==> src/rtl/noc_pkg.sv <==
// Shared flit types and helpers for the NoC network-interface blocks.
package noc_pkg;

  localparam int FLIT_W = 18;
  localparam int DATA_W = 16;

  localparam int TYPE_LSB      = 16;
  localparam int HEAD_LEN_LSB  = 12;
  localparam int HEAD_SRC_LSB  = 8;
  localparam int HEAD_DSTX_LSB = 4;
  localparam int HEAD_DSTY_LSB = 0;

  typedef logic [FLIT_W-1:0] flit_t;

  typedef enum logic [1:0] {
    FT_IDLE = 2'b00,
    FT_HEAD = 2'b01,
    FT_BODY = 2'b10,
    FT_TAIL = 2'b11
  } flit_type_e;

  function automatic flit_t make_head(input logic [3:0] len,
                                      input logic [1:0] src_x,
                                      input logic [1:0] src_y,
                                      input logic [3:0] dst_x,
                                      input logic [3:0] dst_y);
    flit_t f;
    f = '0;
    f[TYPE_LSB +: 2]      = FT_HEAD;
    f[HEAD_LEN_LSB +: 4]  = len;
    f[HEAD_SRC_LSB +: 4]  = {src_x, src_y};
    f[HEAD_DSTX_LSB +: 4] = dst_x;
    f[HEAD_DSTY_LSB +: 4] = dst_y;
    return f;
  endfunction

endpackage

==> src/rtl/noc_packetizer_if.sv <==
// Core-side command/data handshake plus the router L_IN flit link.
interface noc_packetizer_if;
  import noc_pkg::*;

  logic              cmd_valid;
  logic              cmd_ready;
  logic [3:0]        cmd_dst_x;
  logic [3:0]        cmd_dst_y;
  logic [3:0]        cmd_len;
  logic              data_valid;
  logic              data_ready;
  logic [DATA_W-1:0] data_in;
  flit_t             l_flit;
  logic              rtr_stall;
  logic [15:0]       pkt_sent;
  logic              err_len0;

  modport master (
    output cmd_valid, cmd_dst_x, cmd_dst_y, cmd_len, data_valid, data_in, rtr_stall,
    input  cmd_ready, data_ready, l_flit, pkt_sent, err_len0
  );

  modport slave (
    input  cmd_valid, cmd_dst_x, cmd_dst_y, cmd_len, data_valid, data_in, rtr_stall,
    output cmd_ready, data_ready, l_flit, pkt_sent, err_len0
  );

endinterface

==> src/rtl/noc_sync_fifo.sv <==
// Single-clock FIFO with first-word-fall-through read; reused on the L_OUT side.
module noc_sync_fifo #(
  parameter int WIDTH = 16,
  parameter int DEPTH = 8
) (
  input  logic                     clk,
  input  logic                     rst,
  input  logic                     push,
  input  logic                     pop,
  input  logic [WIDTH-1:0]         din,
  output logic [WIDTH-1:0]         dout,
  output logic                     full,
  output logic                     empty,
  output logic [$clog2(DEPTH):0]   count
);

  localparam int AW = $clog2(DEPTH);

  logic [WIDTH-1:0] r_mem [DEPTH];
  logic [AW-1:0]    r_wr_ptr;
  logic [AW-1:0]    r_rd_ptr;
  logic [AW:0]      r_count;
  logic             w_do_push;
  logic             w_do_pop;

  // A full FIFO still accepts a write when a word leaves in the same cycle.
  assign w_do_pop  = pop && !empty;
  assign w_do_push = push && (!full || w_do_pop);

  assign full  = (r_count == (AW+1)'(DEPTH));
  assign empty = (r_count == '0);
  assign count = r_count;
  assign dout  = r_mem[r_rd_ptr];

  always_ff @(posedge clk) begin
    if (rst) begin
      r_wr_ptr <= '0;
      r_rd_ptr <= '0;
      r_count  <= '0;
    end else begin
      if (w_do_push) r_wr_ptr <= r_wr_ptr + AW'(1);
      if (w_do_pop)  r_rd_ptr <= r_rd_ptr + AW'(1);
      r_count <= r_count + (AW+1)'(w_do_push) - (AW+1)'(w_do_pop);
    end
  end

  always_ff @(posedge clk) begin
    if (w_do_push) r_mem[r_wr_ptr] <= din;
  end

endmodule

==> src/rtl/noc_packetizer.sv <==
// NI injection stage: turns (dst,len) commands plus buffered data words into
// HEAD/BODY/TAIL wormhole flits on the router's local input port.
module noc_packetizer
  import noc_pkg::*;
#(
  parameter int NODE_X     = 0,
  parameter int NODE_Y     = 0,
  parameter int FIFO_DEPTH = 8
) (
  input  logic              clk,
  input  logic              rst,
  noc_packetizer_if.slave   nif
);

  localparam int         CNT_W = $clog2(FIFO_DEPTH) + 1;
  localparam logic [1:0] SRC_X = 2'(NODE_X);
  localparam logic [1:0] SRC_Y = 2'(NODE_Y);

  typedef enum logic [1:0] {ST_IDLE, ST_HEAD, ST_DATA} state_e;

  state_e            r_state;
  flit_t             r_flit;
  logic              r_cmd_ready;
  logic              r_err_len0;
  logic [15:0]       r_pkt_sent;
  logic [3:0]        r_len;
  logic [3:0]        r_rem;
  logic [3:0]        r_dst_x;
  logic [3:0]        r_dst_y;

  logic [DATA_W-1:0] w_dout;
  logic              w_full;
  logic              w_empty;
  logic [CNT_W-1:0]  w_count;
  logic              w_pop;
  flit_type_e        w_type;
  flit_type_e        w_dtype;
  logic              w_take;
  logic              w_can_load;

  assign w_type     = flit_type_e'(r_flit[TYPE_LSB +: 2]);
  assign w_take     = (w_type != FT_IDLE) && !nif.rtr_stall;
  // A stalled flit must stay on the link bit-for-bit until the router takes it.
  assign w_can_load = w_take || (w_type == FT_IDLE);
  assign w_dtype    = (r_rem == 4'd1) ? FT_TAIL : FT_BODY;
  assign w_pop      = (r_state == ST_DATA) && w_can_load && !w_empty;

  noc_sync_fifo #(.WIDTH(DATA_W), .DEPTH(FIFO_DEPTH)) u_fifo (
    .clk   (clk),
    .rst   (rst),
    .push  (nif.data_valid),
    .pop   (w_pop),
    .din   (nif.data_in),
    .dout  (w_dout),
    .full  (w_full),
    .empty (w_empty),
    .count (w_count)
  );

  assign nif.cmd_ready  = r_cmd_ready;
  assign nif.data_ready = !w_full;
  assign nif.l_flit     = r_flit;
  assign nif.pkt_sent   = r_pkt_sent;
  assign nif.err_len0   = r_err_len0;

  always_ff @(posedge clk) begin
    if (rst) begin
      r_state     <= ST_IDLE;
      r_flit      <= '0;
      r_cmd_ready <= 1'b1;
      r_err_len0  <= 1'b0;
      r_pkt_sent  <= '0;
      r_len       <= '0;
      r_rem       <= '0;
      r_dst_x     <= '0;
      r_dst_y     <= '0;
    end else begin
      if (w_take && (w_type == FT_TAIL)) r_pkt_sent <= r_pkt_sent + 16'd1;
      case (r_state)
        ST_IDLE: begin
          if (w_can_load) r_flit <= '0;
          if (nif.cmd_valid && r_cmd_ready) begin
            if (nif.cmd_len != 4'd0) begin
              r_len       <= nif.cmd_len;
              r_rem       <= nif.cmd_len;
              r_dst_x     <= nif.cmd_dst_x;
              r_dst_y     <= nif.cmd_dst_y;
              r_cmd_ready <= 1'b0;
              r_state     <= ST_HEAD;
            end else begin
              r_err_len0  <= 1'b1;
            end
          end
        end
        ST_HEAD: begin
          if (w_can_load) begin
            r_flit  <= make_head(r_len, SRC_X, SRC_Y, r_dst_x, r_dst_y);
            r_state <= ST_DATA;
          end
        end
        ST_DATA: begin
          if (w_can_load) begin
            if (!w_empty) begin
              r_flit <= {w_dtype, w_dout};
              r_rem  <= r_rem - 4'd1;
              if (r_rem == 4'd1) begin
                r_state     <= ST_IDLE;
                r_cmd_ready <= 1'b1;
              end
            end else begin
              // Underflow: send a bubble and keep the worm open.
              r_flit <= '0;
            end
          end
        end
        default: r_state <= ST_IDLE;
      endcase
    end
  end

  assert property (@(posedge clk) disable iff (rst) w_full == (w_count == CNT_W'(FIFO_DEPTH)));

endmodule
==> src/flat_wrapper.sv <==
// flat-port wrapper written by rule: the top's interface ports become plain ports
module noc_packetizer_flat import noc_pkg::*;
#(
  parameter int NODE_X     = 0,
  parameter int NODE_Y     = 0,
  parameter int FIFO_DEPTH = 8
)
  (clk, rst, nif_cmd_valid, nif_cmd_dst_x, nif_cmd_dst_y, nif_cmd_len, nif_data_valid, nif_data_in, nif_rtr_stall, nif_cmd_ready, nif_data_ready, nif_l_flit, nif_pkt_sent, nif_err_len0);
  noc_packetizer_if nif_i ();
  input  logic clk;
  input  logic rst;
  input wire logic [$bits(nif_i.cmd_valid)-1:0] nif_cmd_valid;
  input wire logic [$bits(nif_i.cmd_dst_x)-1:0] nif_cmd_dst_x;
  input wire logic [$bits(nif_i.cmd_dst_y)-1:0] nif_cmd_dst_y;
  input wire logic [$bits(nif_i.cmd_len)-1:0] nif_cmd_len;
  input wire logic [$bits(nif_i.data_valid)-1:0] nif_data_valid;
  input wire logic [$bits(nif_i.data_in)-1:0] nif_data_in;
  input wire logic [$bits(nif_i.rtr_stall)-1:0] nif_rtr_stall;
  output wire logic [$bits(nif_i.cmd_ready)-1:0] nif_cmd_ready;
  output wire logic [$bits(nif_i.data_ready)-1:0] nif_data_ready;
  output wire logic [$bits(nif_i.l_flit)-1:0] nif_l_flit;
  output wire logic [$bits(nif_i.pkt_sent)-1:0] nif_pkt_sent;
  output wire logic [$bits(nif_i.err_len0)-1:0] nif_err_len0;
  assign nif_i.cmd_valid = nif_cmd_valid;
  assign nif_i.cmd_dst_x = nif_cmd_dst_x;
  assign nif_i.cmd_dst_y = nif_cmd_dst_y;
  assign nif_i.cmd_len = nif_cmd_len;
  assign nif_i.data_valid = nif_data_valid;
  assign nif_i.data_in = nif_data_in;
  assign nif_i.rtr_stall = nif_rtr_stall;
  assign nif_cmd_ready = nif_i.cmd_ready;
  assign nif_data_ready = nif_i.data_ready;
  assign nif_l_flit = nif_i.l_flit;
  assign nif_pkt_sent = nif_i.pkt_sent;
  assign nif_err_len0 = nif_i.err_len0;
  noc_packetizer #(.NODE_X(NODE_X), .NODE_Y(NODE_Y), .FIFO_DEPTH(FIFO_DEPTH)) u_core (.clk(clk), .rst(rst), .nif(nif_i));
endmodule
==> config.mk <==
export PLATFORM = sky130hd
export DESIGN_NAME = noc_packetizer_flat
export DESIGN_NICKNAME = d
export VERILOG_FILES = /design/src/rtl/noc_pkg.sv /design/src/rtl/noc_packetizer_if.sv /design/src/rtl/noc_sync_fifo.sv /design/src/rtl/noc_packetizer.sv /design/src/flat_wrapper.sv
export SDC_FILE = /design/constraint.sdc
export NUM_CORES = 1
export LEC_CHECK = 0
export BUFFER_PORTS_ARGS = -buffer_cell sky130_fd_sc_hd__buf_2
export CELL_PAD_IN_SITES_DETAIL_PLACEMENT = 1
export CELL_PAD_IN_SITES_GLOBAL_PLACEMENT = 1
export CORE_MARGIN = 1.5
export CORE_UTILIZATION = 40
export DETAILED_ROUTE_END_ITERATION = 8
export GPL_ROUTABILITY_DRIVEN = 1
export GPL_TIMING_DRIVEN = 0
export HOLD_SLACK_MARGIN = 0.08
export MAX_ROUTING_LAYER = met4
export PLACE_DENSITY = 0.69
export SETUP_SLACK_MARGIN = 0.5
export SLEW_MARGIN = 20
export SYNTH_ARGS = -nofsm -noshare
export SYNTH_HDL_FRONTEND = slang
export SYNTH_HIERARCHICAL = 1
export SYNTH_SLANG_ARGS = --single-unit
==> constraint.sdc <==
create_clock -name clk -period 10.7 [get_ports clk]
set_input_delay 1.07 -clock clk [delete_from_list [all_inputs] [get_ports clk]]
set_output_delay 1.07 -clock clk [all_outputs]
set_load 0.005 [all_outputs]
==> results <==
- Entering global routing, the biggest net connects 21 pins.
- Synthesis produced a netlist whose cell count is 565.
- The final hold violation count is 0.
- The placer's final routability congestion estimate is around 0.8.
- The global routing usage summed across all routing layers is 0.200.
- The vias per cell is around 5.4.
- The internal power of the cells totals 0.00132 W.
- The layout has 2021 filler cells.
- Clock-pin slew was measured on the worst setup and hold paths at 0.07 ns.
- The switching power is roughly 0.00055 W.
- The share of total power dissipated in the clock network is 0.343.
- The portion of synthesized cell area occupied by the leading cell type is 0.475.
- The critical setup path kind is reg2reg.
- The dominant register cell in the synthesized netlist is sky130_fd_sc_hd__edfxtp_1.
- The power density over the cells is approximately 200 nW/um2.
- The TritonCTS clock tree is yes.
- The cell taking the most area after synthesis is sky130_fd_sc_hd__edfxtp_1.
- By area the synthesized netlist is led by sky130_fd_sc_hd__edfxtp_1 (47%), sky130_fd_sc_hd__dfxtp_1 (17%), sky130_fd_sc_hd__mux4_2 (8.9%).
- In the final layout, the share of cells above drive strength 1 is 0.282.
- The share of total power dissipated in combinational logic is 0.181.
- The starting density of the core is 0.412.
- Of the total power, registers draw 0.476.
- In this run the top signal layer used is met4.
- The die covers approximately 21000 um2.
- The via count of the first global-routing pass was 5498.
- The H-tree generated during clock tree synthesis spans 4 levels.
- The number of antenna violations at the first check in global routing came to 1.
- The final sum of negative setup slack is 0 ns.
- The core area is between 15000 and 20000 um2.
- In this run the vertical extent of the chip is ~150 um.
- The number of nets in the finished design is 718.
- Traced cell by cell, the critical path runs through inv_1 > ha_1 > nor3b_1 > nor2b_1 > clkbuf_1 > clkbuf_1 > and2_1 > nor2b_1 > nor2_1 > nor4_2 > buf_2.
- The number of slew-limit violations in the final report is 0.
- The tool flagged a number of max-cap violations equal to 0.
- Yosys mapped a number of flops with a built-in enable equal to 128.
- The post-synth net total is about 600.
- The buffer depth of the longest clock path is 2.
- STA classifies the critical path endpoint as a flip-flop.
- The first global-routing pass estimated roughly 31000 um of wire.
- The maximum fanout along the worst path is 10.
- The number of sinks driven by the clock tree is about 200.
- The CTS root buffer is sky130_fd_sc_hd__clkbuf_16.
- The count of routing violations after the opening detailed-route iteration is between 200 and 300.
- The final setup violation count is 0.
- Setup repair after global routing left no endpoint under its margin.
- The mean instance size in the synthesized netlist is approximately 14 um2.
- The total overflow left after global routing is 0.
- The floorplan has between 50 and 60 rows.
- The final route contains 5127 vias.
- Leaving out fill and tap cells, the most frequent cell in the layout is sky130_fd_sc_hd__edfxtp_1.
- The met2 layer wire length in the routed design is 9810 um.
- During synthesis, Yosys emitted a total of 6 warnings.
- The worst max-slew margin expressed relative to the limit is 0.417.
- The analysis attributes to cell leakage a power of ~3.3 nW.
- The detailed-route wire length is 19400 um.
- The longest individual stage delay on the worst path is 0.76 ns.
- For the pin with the worst max-slew slack, the measured transition is approximately 0.87 ns.
- Among all stages on the critical path, the largest delay is contributed by sky130_fd_sc_hd__nor4_2.
- The maximum VDD drop is between 0.0001 and 0.00015 V.
- After clock tree synthesis, the setup repair step added 0 buffers.
- Of the total power, the share spent switching nets is 0.294.
- The remaining number of nets flagged by the antenna check after routing is 0.
- For this run, asynchronously set or reset flops after synthesis account for 0.
- The total power is 0.00187 W.
- The class of the tightest hold or removal check is reg2reg.
- The arrival time of the worst setup path is 4.27 ns.
- Dividing the detail-routed wire length by the instance count gives around 20 um.
- The synthesized netlist occupies a cell area of 8090 um2.
- Buffers inserted to repair hold after CTS numbered 0.
- The top achievable clock speed is between 0.2 and 0.25 GHz.
- The area added between synthesis and finish is 17.9%.
- The die width is around 150 um.
- The total length of routed met3 wires is 1000 um.
- The sum of net half-perimeters after detailed placement is approximately 14000 um.
- The worst setup path is launched from a flip-flop.
- The first TritonRoute pass finished after 6 iterations.
- The unique cell type count in the Yosys netlist is 59.
- The worst endpoint required time is about 11 ns.
- The routed design could run at a clock period as short as slightly above 4 ns.
- Buffers placed on the I/O ports in this run total 69.
- The number of primary I/O pins is 70.
- The flop and latch count out of synthesis is ~200.
- The tightest hold path in the finished design has a slack of between 0.4 and 0.5 ns.
- The part of the Yosys area used for sequential elements is 0.641.
- The number of buffers created by CTS is 17.
- The flow ran to the end, and the final reports show no timing, DRC or antenna violations.
- Once the clock tree was built, the resizer swapped 0 gates to a different size.
- After detailed routing, the number of remaining DRC violations is 0.
- In the layout the commonest cells are sky130_fd_sc_hd__edfxtp_1 (128), sky130_fd_sc_hd__buf_2 (76), sky130_fd_sc_hd__dfxtp_1 (67), sky130_fd_sc_hd__nand2_1 (43), sky130_fd_sc_hd__nor2_1 (34).
- In the final routing, the length of wire on met1 measures 8220 um.
- The worst-skew pair later-pin latency is ~0.45 ns.
- On the final layout, the worst clock skew is 0.0150 ns.
- The final clock period utilization by the worst path is 0.386.
final timing paths:
path                                from                    endpoint  slack (ns)  cells after the start
setup / recovery  u_core/u_fifo/count[2]  u_core/u_fifo/r_mem[4][11]        6.57                     11
hold / removal      u_core/nif.l_flit[8]        u_core/nif.l_flit[8]        0.46                      2
setup reg to reg  u_core/u_fifo/count[2]  u_core/u_fifo/r_mem[4][11]        6.57                     11
hold reg to reg     u_core/nif.l_flit[8]        u_core/nif.l_flit[8]        0.46                      2
stage by stage:
stage                     instances  cell area, um2  setup slack, ns   util
after floorplan                 565            8090             6.65      -
after global placement          899            8770             4.62  0.446
after detailed placement        914            8930             6.56  0.454
after CTS                       946            9540             6.49  0.485
after global routing            947            9540             6.22  0.485
final                           947            9540             6.57  0.485
cells by family (layout without fill, tap and decap cells):
logic type               Yosys count  in the layout  share of synthesized area
other                              0              1                          0
adder cells (fa/ha/maj)           17             17                     0.0272
flip-flops                       195            195                      0.641
multiplexers                      58             58                      0.124
XOR/XNOR                          11             11                     0.0119
AND/OR/NAND/NOR                  152            152                     0.0982
AO/OA/AOI/OAI                     87             87                     0.0737
buffers and inverters             45            161                     0.0243
power by group through the flow:
stage	combinational, W	clock (W)	sequential, W
2_1_floorplan	0.000221	0	0.000899
3_3_place_gp	0.000314	0	0.000904
3_5_place_dp	0.000340	0	0.000907
4_1_cts	0.000343	0.000660	0.000891
5_1_grt	0.000378	0.000684	0.000896
6_report	0.000340	0.000642	0.000890
state kept, by name (all words and copies together) (netlist names), 3 cells and up, named ones only:
| register | count |
|---|---|
| u_core/r_len | 4 |
| u_core/u_fifo/r_rd_ptr | 3 |
| u_core/r_dst_x | 4 |
| u_core/u_fifo/count | 4 |
| u_core/r_rem | 4 |
| u_core/nif.l_flit | 18 |
| u_core/u_fifo/r_mem | 128 |
| u_core/nif.pkt_sent | 16 |
| u_core/u_fifo/r_wr_ptr | 3 |
| u_core/r_dst_y | 4 |
cell type report:
cell class,count,area (um2),share of cell area
antenna,1,2.50,0.000262
buffer,29,136,0.0143
clock buffer,17,425,0.0446
clock inverter,15,181,0.0190
inverter,16,60.1,0.00630
multi-input combinational,325,2750,0.288
sequential,195,5180,0.543
tap,265,332,0.0348
timing repair buffer,84,469,0.0492
synthesized netlist by cell type, types with 4 or more instances:
cell	n
sky130_fd_sc_hd__nand2_1	43
sky130_fd_sc_hd__nand3_1	11
sky130_fd_sc_hd__ha_1	16
sky130_fd_sc_hd__xnor2_1	4
sky130_fd_sc_hd__nor4_1	7
sky130_fd_sc_hd__o31ai_1	6
sky130_fd_sc_hd__a22oi_1	14
sky130_fd_sc_hd__mux2i_1	8
sky130_fd_sc_hd__clkbuf_1	17
sky130_fd_sc_hd__nand2b_1	7
sky130_fd_sc_hd__a21oi_1	28
sky130_fd_sc_hd__xor2_1	7
sky130_fd_sc_hd__dfxtp_1	67
sky130_fd_sc_hd__o21ai_0	6
sky130_fd_sc_hd__inv_1	16
sky130_fd_sc_hd__mux2_2	18
sky130_fd_sc_hd__edfxtp_1	128
sky130_fd_sc_hd__a22o_1	12
sky130_fd_sc_hd__buf_4	4
sky130_fd_sc_hd__o2111ai_1	4
sky130_fd_sc_hd__nand4_1	6
sky130_fd_sc_hd__mux4_2	32
sky130_fd_sc_hd__nor2_1	36
sky130_fd_sc_hd__buf_2	4
sky130_fd_sc_hd__nor2b_1	7
sky130_fd_sc_hd__nor3b_1	5
sky130_fd_sc_hd__or4_1	6
sky130_fd_sc_hd__nor3_1	6
layer usage:
| metal | global-route usage | up-vias |
|---|---|---|
| li1 | - | 2377 |
| met1 | 0.240 | 2586 |
| met2 | 0.325 | 131 |
| met3 | 0.0513 | 33 |
| met4 | 0.0755 | 0 |
| met5 | - | - |
worst max-delay path: cells and delay by family, from the launching register on:
family / cells / cell delay [ns]
simple gates: 6 / 2.09
buf+inv: 4 / 1.21
flops: 1 / 0.31
fa+ha+maj: 1 / 0.22
Note: power is estimated with default switching activity, not from simulation.
